==> src/rtl/data_cache_axi_master_if.sv <==
// data_cache_axi_master_if: AXI4 AR/R/AW/W/B channels between the cache burst master and the interconnect
interface data_cache_axi_master_if #(
    parameter int ADDR_WIDTH = 64,
    parameter int DATA_WIDTH = 32
);
    logic                    o_arvalid, i_arready;
    logic [ADDR_WIDTH-1:0]   o_araddr;
    logic [7:0]              o_arlen;
    logic [2:0]              o_arsize;
    logic [1:0]              o_arburst;
    logic                    i_rvalid, o_rready, i_rlast;
    logic [DATA_WIDTH-1:0]   i_rdata;
    logic [1:0]              i_rresp;
    logic                    o_awvalid, i_awready;
    logic [ADDR_WIDTH-1:0]   o_awaddr;
    logic [7:0]              o_awlen;
    logic [2:0]              o_awsize;
    logic [1:0]              o_awburst;
    logic                    o_wvalid, i_wready, o_wlast;
    logic [DATA_WIDTH-1:0]   o_wdata;
    logic [DATA_WIDTH/8-1:0] o_wstrb;
    logic                    i_bvalid, o_bready;
    logic [1:0]              i_bresp;
    modport master (
        output o_arvalid, o_araddr, o_arlen, o_arsize, o_arburst, o_rready,
               o_awvalid, o_awaddr, o_awlen, o_awsize, o_awburst,
               o_wvalid, o_wdata, o_wstrb, o_wlast, o_bready,
        input  i_arready, i_rvalid, i_rdata, i_rresp, i_rlast, i_awready, i_wready, i_bvalid, i_bresp
    );
    modport slave (
        input  o_arvalid, o_araddr, o_arlen, o_arsize, o_arburst, o_rready,
               o_awvalid, o_awaddr, o_awlen, o_awsize, o_awburst,
               o_wvalid, o_wdata, o_wstrb, o_wlast, o_bready,
        output i_arready, i_rvalid, i_rdata, i_rresp, i_rlast, i_awready, i_wready, i_bvalid, i_bresp
    );
endinterface

==> src/rtl/data_cache_axi_master.sv <==
// data_cache_axi_master: single-outstanding AXI4 INCR block burst master for the data cache fill/write-back path
module data_cache_axi_master #(
    parameter int ADDR_WIDTH  = 64,
    parameter int DATA_WIDTH  = 32,
    parameter int BLOCK_WORDS = 16
) (
    input  logic                              clk,
    input  logic                              arst,
    input  logic                              i_start_read,
    input  logic                              i_start_write,
    input  logic [ADDR_WIDTH-1:0]             i_addr,
    input  logic [BLOCK_WORDS*DATA_WIDTH-1:0] i_wr_block,
    output logic [BLOCK_WORDS*DATA_WIDTH-1:0] o_rd_block,
    output logic                              o_r_last,
    output logic                              o_b_resp,
    output logic                              o_resp_err,
    data_cache_axi_master_if.master           axi
);
    localparam int CW  = $clog2(BLOCK_WORDS);
    localparam int OFF = $clog2(BLOCK_WORDS*DATA_WIDTH/8);
    typedef enum logic [2:0] {IDLE, AR, R, R_DONE, AW, W, B, B_DONE} state_t;
    state_t                state;
    logic [CW-1:0]         beat_cnt, nxt;
    logic [ADDR_WIDTH-1:0] addr_q;
    assign nxt           = beat_cnt + 1'b1;
    assign axi.o_araddr  = addr_q;
    assign axi.o_awaddr  = addr_q;
    assign axi.o_arlen   = 8'(BLOCK_WORDS-1);
    assign axi.o_awlen   = 8'(BLOCK_WORDS-1);
    assign axi.o_arsize  = 3'($clog2(DATA_WIDTH/8));
    assign axi.o_awsize  = 3'($clog2(DATA_WIDTH/8));
    assign axi.o_arburst = 2'b01;
    assign axi.o_awburst = 2'b01;
    assign axi.o_wstrb   = {(DATA_WIDTH/8){1'b1}};
    assign axi.o_arvalid = state == AR;
    assign axi.o_rready  = state == R;
    assign axi.o_awvalid = state == AW;
    assign axi.o_wvalid  = state == W;
    assign axi.o_bready  = state == B;
    assign o_r_last      = state == R_DONE;
    assign o_b_resp      = state == B_DONE;
    // o_wdata/o_wlast are preloaded one beat ahead so W carries no path from i_wr_block
    always_ff @(posedge clk or posedge arst) begin
        if (arst) begin
            state       <= IDLE;
            beat_cnt    <= '0;
            addr_q      <= '0;
            o_rd_block  <= '0;
            o_resp_err  <= 1'b0;
            axi.o_wdata <= '0;
            axi.o_wlast <= 1'b0;
        end else begin
            case (state)
                IDLE: if (i_start_write || i_start_read) begin
                    state      <= i_start_write ? AW : AR;
                    addr_q     <= (i_addr >> OFF) << OFF;
                    o_resp_err <= 1'b0;
                    beat_cnt   <= '0;
                end
                AR: if (axi.i_arready) state <= R;
                R: if (axi.i_rvalid) begin
                    o_rd_block[beat_cnt*DATA_WIDTH +: DATA_WIDTH] <= axi.i_rdata;
                    beat_cnt <= nxt;
                    if (axi.i_rresp != 2'b00 || axi.i_rlast != &beat_cnt) o_resp_err <= 1'b1;
                    if (&beat_cnt) state <= R_DONE;
                end
                R_DONE: state <= IDLE;
                AW: if (axi.i_awready) begin
                    state       <= W;
                    axi.o_wdata <= i_wr_block[0 +: DATA_WIDTH];
                    axi.o_wlast <= 1'b0;
                end
                W: if (axi.i_wready) begin
                    beat_cnt    <= nxt;
                    axi.o_wdata <= i_wr_block[nxt*DATA_WIDTH +: DATA_WIDTH];
                    axi.o_wlast <= &nxt;
                    if (&beat_cnt) state <= B;
                end
                B: if (axi.i_bvalid) begin
                    if (axi.i_bresp != 2'b00) o_resp_err <= 1'b1;
                    state <= B_DONE;
                end
                B_DONE: state <= IDLE;
            endcase
        end
    end
endmodule
==> src/flat_wrapper.sv <==
// flat-port wrapper written by rule: the top's interface ports become plain ports
module data_cache_axi_master_flat 
#(
    parameter int ADDR_WIDTH  = 64,
    parameter int DATA_WIDTH  = 32,
    parameter int BLOCK_WORDS = 16
)
  (clk, arst, i_start_read, i_start_write, i_addr, i_wr_block, o_rd_block, o_r_last, o_b_resp, o_resp_err, axi_o_arvalid, axi_o_araddr, axi_o_arlen, axi_o_arsize, axi_o_arburst, axi_o_rready, axi_o_awvalid, axi_o_awaddr, axi_o_awlen, axi_o_awsize, axi_o_awburst, axi_o_wvalid, axi_o_wdata, axi_o_wstrb, axi_o_wlast, axi_o_bready, axi_i_arready, axi_i_rvalid, axi_i_rdata, axi_i_rresp, axi_i_rlast, axi_i_awready, axi_i_wready, axi_i_bvalid, axi_i_bresp);
  data_cache_axi_master_if #(.ADDR_WIDTH(ADDR_WIDTH), .DATA_WIDTH(DATA_WIDTH)) axi_i ();
  input  logic clk;
  input  logic arst;
  input  logic i_start_read;
  input  logic i_start_write;
  input  logic [ADDR_WIDTH-1:0] i_addr;
  input  logic [BLOCK_WORDS*DATA_WIDTH-1:0] i_wr_block;
  output logic [BLOCK_WORDS*DATA_WIDTH-1:0] o_rd_block;
  output logic o_r_last;
  output logic o_b_resp;
  output logic o_resp_err;
  output wire logic [$bits(axi_i.o_arvalid)-1:0] axi_o_arvalid;
  output wire logic [$bits(axi_i.o_araddr)-1:0] axi_o_araddr;
  output wire logic [$bits(axi_i.o_arlen)-1:0] axi_o_arlen;
  output wire logic [$bits(axi_i.o_arsize)-1:0] axi_o_arsize;
  output wire logic [$bits(axi_i.o_arburst)-1:0] axi_o_arburst;
  output wire logic [$bits(axi_i.o_rready)-1:0] axi_o_rready;
  output wire logic [$bits(axi_i.o_awvalid)-1:0] axi_o_awvalid;
  output wire logic [$bits(axi_i.o_awaddr)-1:0] axi_o_awaddr;
  output wire logic [$bits(axi_i.o_awlen)-1:0] axi_o_awlen;
  output wire logic [$bits(axi_i.o_awsize)-1:0] axi_o_awsize;
  output wire logic [$bits(axi_i.o_awburst)-1:0] axi_o_awburst;
  output wire logic [$bits(axi_i.o_wvalid)-1:0] axi_o_wvalid;
  output wire logic [$bits(axi_i.o_wdata)-1:0] axi_o_wdata;
  output wire logic [$bits(axi_i.o_wstrb)-1:0] axi_o_wstrb;
  output wire logic [$bits(axi_i.o_wlast)-1:0] axi_o_wlast;
  output wire logic [$bits(axi_i.o_bready)-1:0] axi_o_bready;
  input wire logic [$bits(axi_i.i_arready)-1:0] axi_i_arready;
  input wire logic [$bits(axi_i.i_rvalid)-1:0] axi_i_rvalid;
  input wire logic [$bits(axi_i.i_rdata)-1:0] axi_i_rdata;
  input wire logic [$bits(axi_i.i_rresp)-1:0] axi_i_rresp;
  input wire logic [$bits(axi_i.i_rlast)-1:0] axi_i_rlast;
  input wire logic [$bits(axi_i.i_awready)-1:0] axi_i_awready;
  input wire logic [$bits(axi_i.i_wready)-1:0] axi_i_wready;
  input wire logic [$bits(axi_i.i_bvalid)-1:0] axi_i_bvalid;
  input wire logic [$bits(axi_i.i_bresp)-1:0] axi_i_bresp;
  assign axi_o_arvalid = axi_i.o_arvalid;
  assign axi_o_araddr = axi_i.o_araddr;
  assign axi_o_arlen = axi_i.o_arlen;
  assign axi_o_arsize = axi_i.o_arsize;
  assign axi_o_arburst = axi_i.o_arburst;
  assign axi_o_rready = axi_i.o_rready;
  assign axi_o_awvalid = axi_i.o_awvalid;
  assign axi_o_awaddr = axi_i.o_awaddr;
  assign axi_o_awlen = axi_i.o_awlen;
  assign axi_o_awsize = axi_i.o_awsize;
  assign axi_o_awburst = axi_i.o_awburst;
  assign axi_o_wvalid = axi_i.o_wvalid;
  assign axi_o_wdata = axi_i.o_wdata;
  assign axi_o_wstrb = axi_i.o_wstrb;
  assign axi_o_wlast = axi_i.o_wlast;
  assign axi_o_bready = axi_i.o_bready;
  assign axi_i.i_arready = axi_i_arready;
  assign axi_i.i_rvalid = axi_i_rvalid;
  assign axi_i.i_rdata = axi_i_rdata;
  assign axi_i.i_rresp = axi_i_rresp;
  assign axi_i.i_rlast = axi_i_rlast;
  assign axi_i.i_awready = axi_i_awready;
  assign axi_i.i_wready = axi_i_wready;
  assign axi_i.i_bvalid = axi_i_bvalid;
  assign axi_i.i_bresp = axi_i_bresp;
  data_cache_axi_master #(.ADDR_WIDTH(ADDR_WIDTH), .DATA_WIDTH(DATA_WIDTH), .BLOCK_WORDS(BLOCK_WORDS)) u_core (.clk(clk), .arst(arst), .i_start_read(i_start_read), .i_start_write(i_start_write), .i_addr(i_addr), .i_wr_block(i_wr_block), .o_rd_block(o_rd_block), .o_r_last(o_r_last), .o_b_resp(o_b_resp), .o_resp_err(o_resp_err), .axi(axi_i));
endmodule
==> config.mk <==
export PLATFORM = sky130hd
export DESIGN_NAME = data_cache_axi_master_flat
export DESIGN_NICKNAME = d
export VERILOG_FILES = /design/src/rtl/data_cache_axi_master_if.sv /design/src/rtl/data_cache_axi_master.sv /design/src/flat_wrapper.sv
export SDC_FILE = /design/constraint.sdc
export NUM_CORES = 1
export LEC_CHECK = 0
export CELL_PAD_IN_SITES_DETAIL_PLACEMENT = 1
export CELL_PAD_IN_SITES_GLOBAL_PLACEMENT = 2
export CORE_AREA = 2 2 524 526
export DETAILED_ROUTE_END_ITERATION = 10
export DIE_AREA = 0 0 526 528
export HOLD_SLACK_MARGIN = 0.15
export PLACE_DENSITY = 0.47
export RECOVER_POWER = 50
export SYNTH_ARGS = -nofsm -noshare
export SYNTH_HDL_FRONTEND = slang
export SYNTH_SLANG_ARGS = --single-unit
==> constraint.sdc <==
create_clock -name clk -period 20 [get_ports clk]
set_input_delay 3 -clock clk [delete_from_list [all_inputs] [get_ports clk]]
set_output_delay 3 -clock clk [all_outputs]
set_load 0.02 [all_outputs]
* Yosys cells after proc, flatten, opt, wreduce, memory -nomap -nowiden
Index checks and enable logic that the tools add are counted.
** Storage, ports and cells
- Output and inout port bits :: 711
- Logic and storage cells :: 74
- Flip-flop bits (word level) :: 611
- Input bits :: 622
** Cells by class
- Add/sub/neg operators :: 2
- Muxes and demuxes :: 27
- Reductions and logical operators :: 17
- Eq/ne operators :: 18
- Shift-type cells :: 3
** Operators with widths (number)
- $bwmux W512 :: 1
- $shift A32 B34 Y512 const A :: 1
- $shiftx A32 B34 Y512 :: 1
- $shiftx A512 B10 Y32 :: 1
- $mux W32 :: 2
- $pmux W32 S2 :: 1
- $neg A9 Y34 :: 1
- $mux W3 :: 9
- $pmux W3 S7 :: 1
- $ne A2 B1 Y1 const B :: 10
- $eq A3 B3 Y1 const B :: 4
- $mux W4 :: 3
- $pmux W4 S3 :: 1
- $reduce_and A4 Y1 :: 3
- $reduce_and A8 Y1 :: 1
- $mux W1 :: 7
- $eq A3 B2 Y1 const B :: 2
- $reduce_and A6 Y1 :: 1
- $reduce_bool A2 Y1 :: 3
- $reduce_bool A3 Y1 :: 2
- $add A4 B1 Y4 const B :: 1
- $reduce_and A2 Y1 :: 2
- $eq A3 B1 Y1 const B :: 1
- $logic_not A3 Y1 :: 1
- 6 further kinds :: 7

* Longest topological paths before layout
- Word-level depth :: 6
- Depth in mapped cells :: 15
- Gate-level depth less buffers :: 7

* Worst setup path before layout
Ideal clock, no wire load.
- Path type :: input to register
- Start point :: in axi_i_rvalid
- End point :: reg u_core.o_rd_block[84]
- Slack :: 15.422 ns
- Setup time :: 0.125 ns
- Data arrival time :: 4.454 ns
- Cell stages on the path :: 7
- Cell sequence :: nand4bb_1 a211oi_2 nand3_1 nor2b_1 clkbuf_1 buf_4 mux2_2
** Between the ends
- Longest elaborated chain between the ends :: 1
** Ends and longest elaborated chain
- from (decl) :: RTL line flat_wrapper.sv:37 : input wire logic [$bits(axi_i.i_rvalid)-1:0] axi_i_rvalid;
- $reduce_and A2 Y1 (no source line)
- to (signal, indexed assignment) :: RTL line data_cache_axi_master.sv:62 : o_rd_block[beat_cnt*DATA_WIDTH +: DATA_WIDTH] <= axi.i_rdata;
- to (decl) :: RTL line data_cache_axi_master.sv:13 : output logic [BLOCK_WORDS*DATA_WIDTH-1:0] o_rd_block,
Every way passes these cells.
A chain may end at the register's enable or synchronous reset.

==> key figures <==
Run status
  – Status: finished, violations left
  – Failing checks: max-capacitance violations, max-slew violations

Final layout
  – Total Nets Final: around 4200
  – Post-route cell area: 0.0482 mm2
  – Area delta synth->final: 66.5%
  – Commonest cells after routing, fill and taps aside: dlygate4sd3_1, dfrtp_1, clkdlybuf4s50_1
  – Multi-input gate area in the final layout: 0.0121 mm2
  – Register area: 0.0153 mm2
  – Fill count: between 30000 and 40000
  – Share of cells above drive strength 1: 21.5%
  – Finished Core Util: 17.7%
  – Most common cell after layout, fill and taps aside: dlygate4sd3_1

Power
  – Sequential cell fraction of total power: 27.4%
  – Power Total: 6.55 mW
  – Clock group share of total power: between 20% and 30%
  – Net Sw Frac: 42.5%
  – Pleak: 21.4 nW
  – Internal power: ~3.8 mW
  – Pwr dens: 136 mW/mm2
  – Combinational share of power: 48.4%
  – Peak supply drop: 86.3 uV
  – Net Switching: 2.78 mW

STA
  – Final setup fails: 0
  – Fin Setup TNS: 0 ns
  – Worst slew pin tran: a little under 4 ns
  – Final worst path period share: 50.3%
  – Tmin final: about 10 ns
  – Fmax: about 0.099 GHz
  – Worst relative slew slack: -158%
  – RSZ-0062 raised after global routing: false
  – Hold Fails Final Rpt: 0
  – Final Max Tran Viols: between 400 and 500
  – Skew final: 0.0472 ns

Logic synthesis
  – Post-synth top area share: a little over half
  – Avg Cell Area, Syn: 12.1 um2
  – Synth Cell Area: 0.0289 mm2
  – Top_reg_cell synth: dfrtp_1
  – Synth area leader: dfrtp_1
  – Post-synthesis register bit count: between 600 and 700
  – Fraction of registers with async set/reset: 100%
  – Synth area leaders: dfrtp_1, mux2_2, mux4_2
  – Post-synthesis sequential area ratio: 52.8%
  – Post-synth EDFFs: 0
  – Synthesized instance count: 2392
  – Synth warn: 0
  – Synth unique cells: 48

Die
  – Boundary Pins: 1333
  – Die width: between 500 and 600 um
  – Initial Util: between 10% and 20%
  – Die span in y: 528 um
  – Row count: 192
  – Core Box Area: 0.272 mm2
  – Die Area: 0.278 mm2

Clock network
  – Clock transition at path regs: 0.06 ns
  – Clock sinks: 611
  – Clock Latency Late Sink: 0.71 ns
  – Clock tree buffer depth: 3
  – # Post-CTS Setup Buffers: 0
  – Post_cts resized: 0
  – Root buffer cell: clkbuf_16
  – H-tree levels: 3
  – CTS tree: done
  – Hold buffer count at cts: 0
  – Number of CTS-inserted buffers: 84

Global routing
  – Initial antenna violation count: 92
  – Total grt overflow: 0
  – First-pass GRT wire length: 261000 um
  – GR Util All Layers: between 10% and 20%
  – Vias in the first global route: 26800
  – Largest net degree at the start of global routing: 100

Detailed routing
  – Via-to-Cell Ratio: 3.42
  – Initial DRC Count: around 1000
  – Post-route ant nets: 0
  – Drt first pass iters: 5
  – Routed wire length: between 200000 and 250000 um
  – DRC Markers: 0
  – WL/cell: ~28 um
  – Via count: around 25000

Setup path
  – Startpoint Class: primary input
  – Crit path capture type: asynchronous set/reset pin
  – Critical path class: primary input to asynchronous set/reset pin
  – Crit path DAT: between 10 and 15 ns
  – Top fanout value on the critical path: 62
  – Worst Path Required: 20.70 ns

Placed design
  – DP HPWL: 155000 um
  – Port Buffer Count: 1284
  – Routability cong.: 0.765
  – Cell Area, Placed: 0.0453 mm2

Job
  – Total of max-cap violations: 9

Min path
  – HP Class: flip-flop to flip-flop
==> kinds of logic after synthesis <==
| logic type | synth area share [%] |
|---|---|
| AO/OA/AOI/OAI | 3.48 |
| XOR/XNOR | 0.182 |
| adder cells (fa/ha/maj) | 0.173 |
| buffers and inverters | 6.23 |
| flip-flops | 52.8 |
| multiplexers | 26.6 |
| other | 0.0260 |
| AND/OR/NAND/NOR | 10.4 |
==> cell usage after synthesis (3+ instances only) <==
cell	n
and3_1	66
xor2_1	3
buf_2	54
a21oi_1	96
nand2b_1	6
buf_4	115
nand4_1	3
buf_1	7
nand2_1	381
mux2_2	421
nand3_1	119
or3_1	32
o21ai_0	89
nor3_1	3
inv_1	46
xnor2_1	3
mux2_1	6
clkbuf_1	121
nor2_1	45
mux4_2	128
dfrtp_1	611
ha_1	4
==> flip-flops by register name, summed over array words and instances, names as in the netlist <==
register	flops
u_core.axi.o_wlast	1
u_core.o_resp_err	1
u_core.o_rd_block	512
u_core.axi.o_araddr	58
u_core.state	3
u_core.axi.o_wdata	32
u_core.beat_cnt	4
==> path summary, 6_finish.rpt <==
check,to,start,cells after the start,slack (ns)
max,u_core.o_rd_block[41],arst,6,9.94
min reg2reg,u_core.o_rd_block[393],u_core.o_rd_block[393],2,0.46
max reg2reg,u_core.o_rd_block[353],u_core.beat_cnt[0],9,14.57
max in group clk,u_core.axi.o_araddr[31],i_start_write,5,12.61
min in group asynchronous,u_core.axi.o_araddr[62],arst,2,2.66
min,u_core.o_rd_block[393],u_core.o_rd_block[393],2,0.46
==> layout make-up <==
cell class	count	area share (%)
tap	3589	9.32
clock inverter	32	1.14
antenna	23	0.119
sequential	611	31.7
clock buffer	119	4.86
inverter	47	0.369
multi-input combinational	1476	25.2
timing repair buffer	1343	27.3
==> metal layers <==
| layer | track usage, % | wire (um) |
|---|---|---|
| met3 | 4.19 | 15200 |
| met1 | 15.9 | 77200 |
| met2 | 24.3 | 98900 |
| met5 | 0 | 173 |
| met4 | 5.77 | 8630 |
==> through the flow <==
step                std cells  worst slack (ns)  hold WS, ns
finish                   7240              9.94        0.456
CTS                      7217             13.43        0.468
global route             7224              8.74        0.483
detailed placement       7066             12.61        0.455
floorplan                2432              8.66        0.551
global placement         7066             12.59        0.450
==> worst max-delay path, cell delays in order <==
cell and delay [ns]:
dlygate4sd3_1 0.55, clkinvlp_2 0.17, clkbuf_1 1.86, clkbuf_1 1.96, clkbuf_1 2.15, buf_4 0.95
==> power groups by stage <==
stage	logic [mW]	clock network [mW]	registers [mW]
final	3.17	1.59	1.79
after global routing	3.38	1.70	1.85
after CTS	3.40	1.67	1.82
after detailed placement	3.39	0	1.84
after global placement	3.39	0	1.82
after floorplan	1.33	0	2.16
Power figures use the tool's default switching activity.
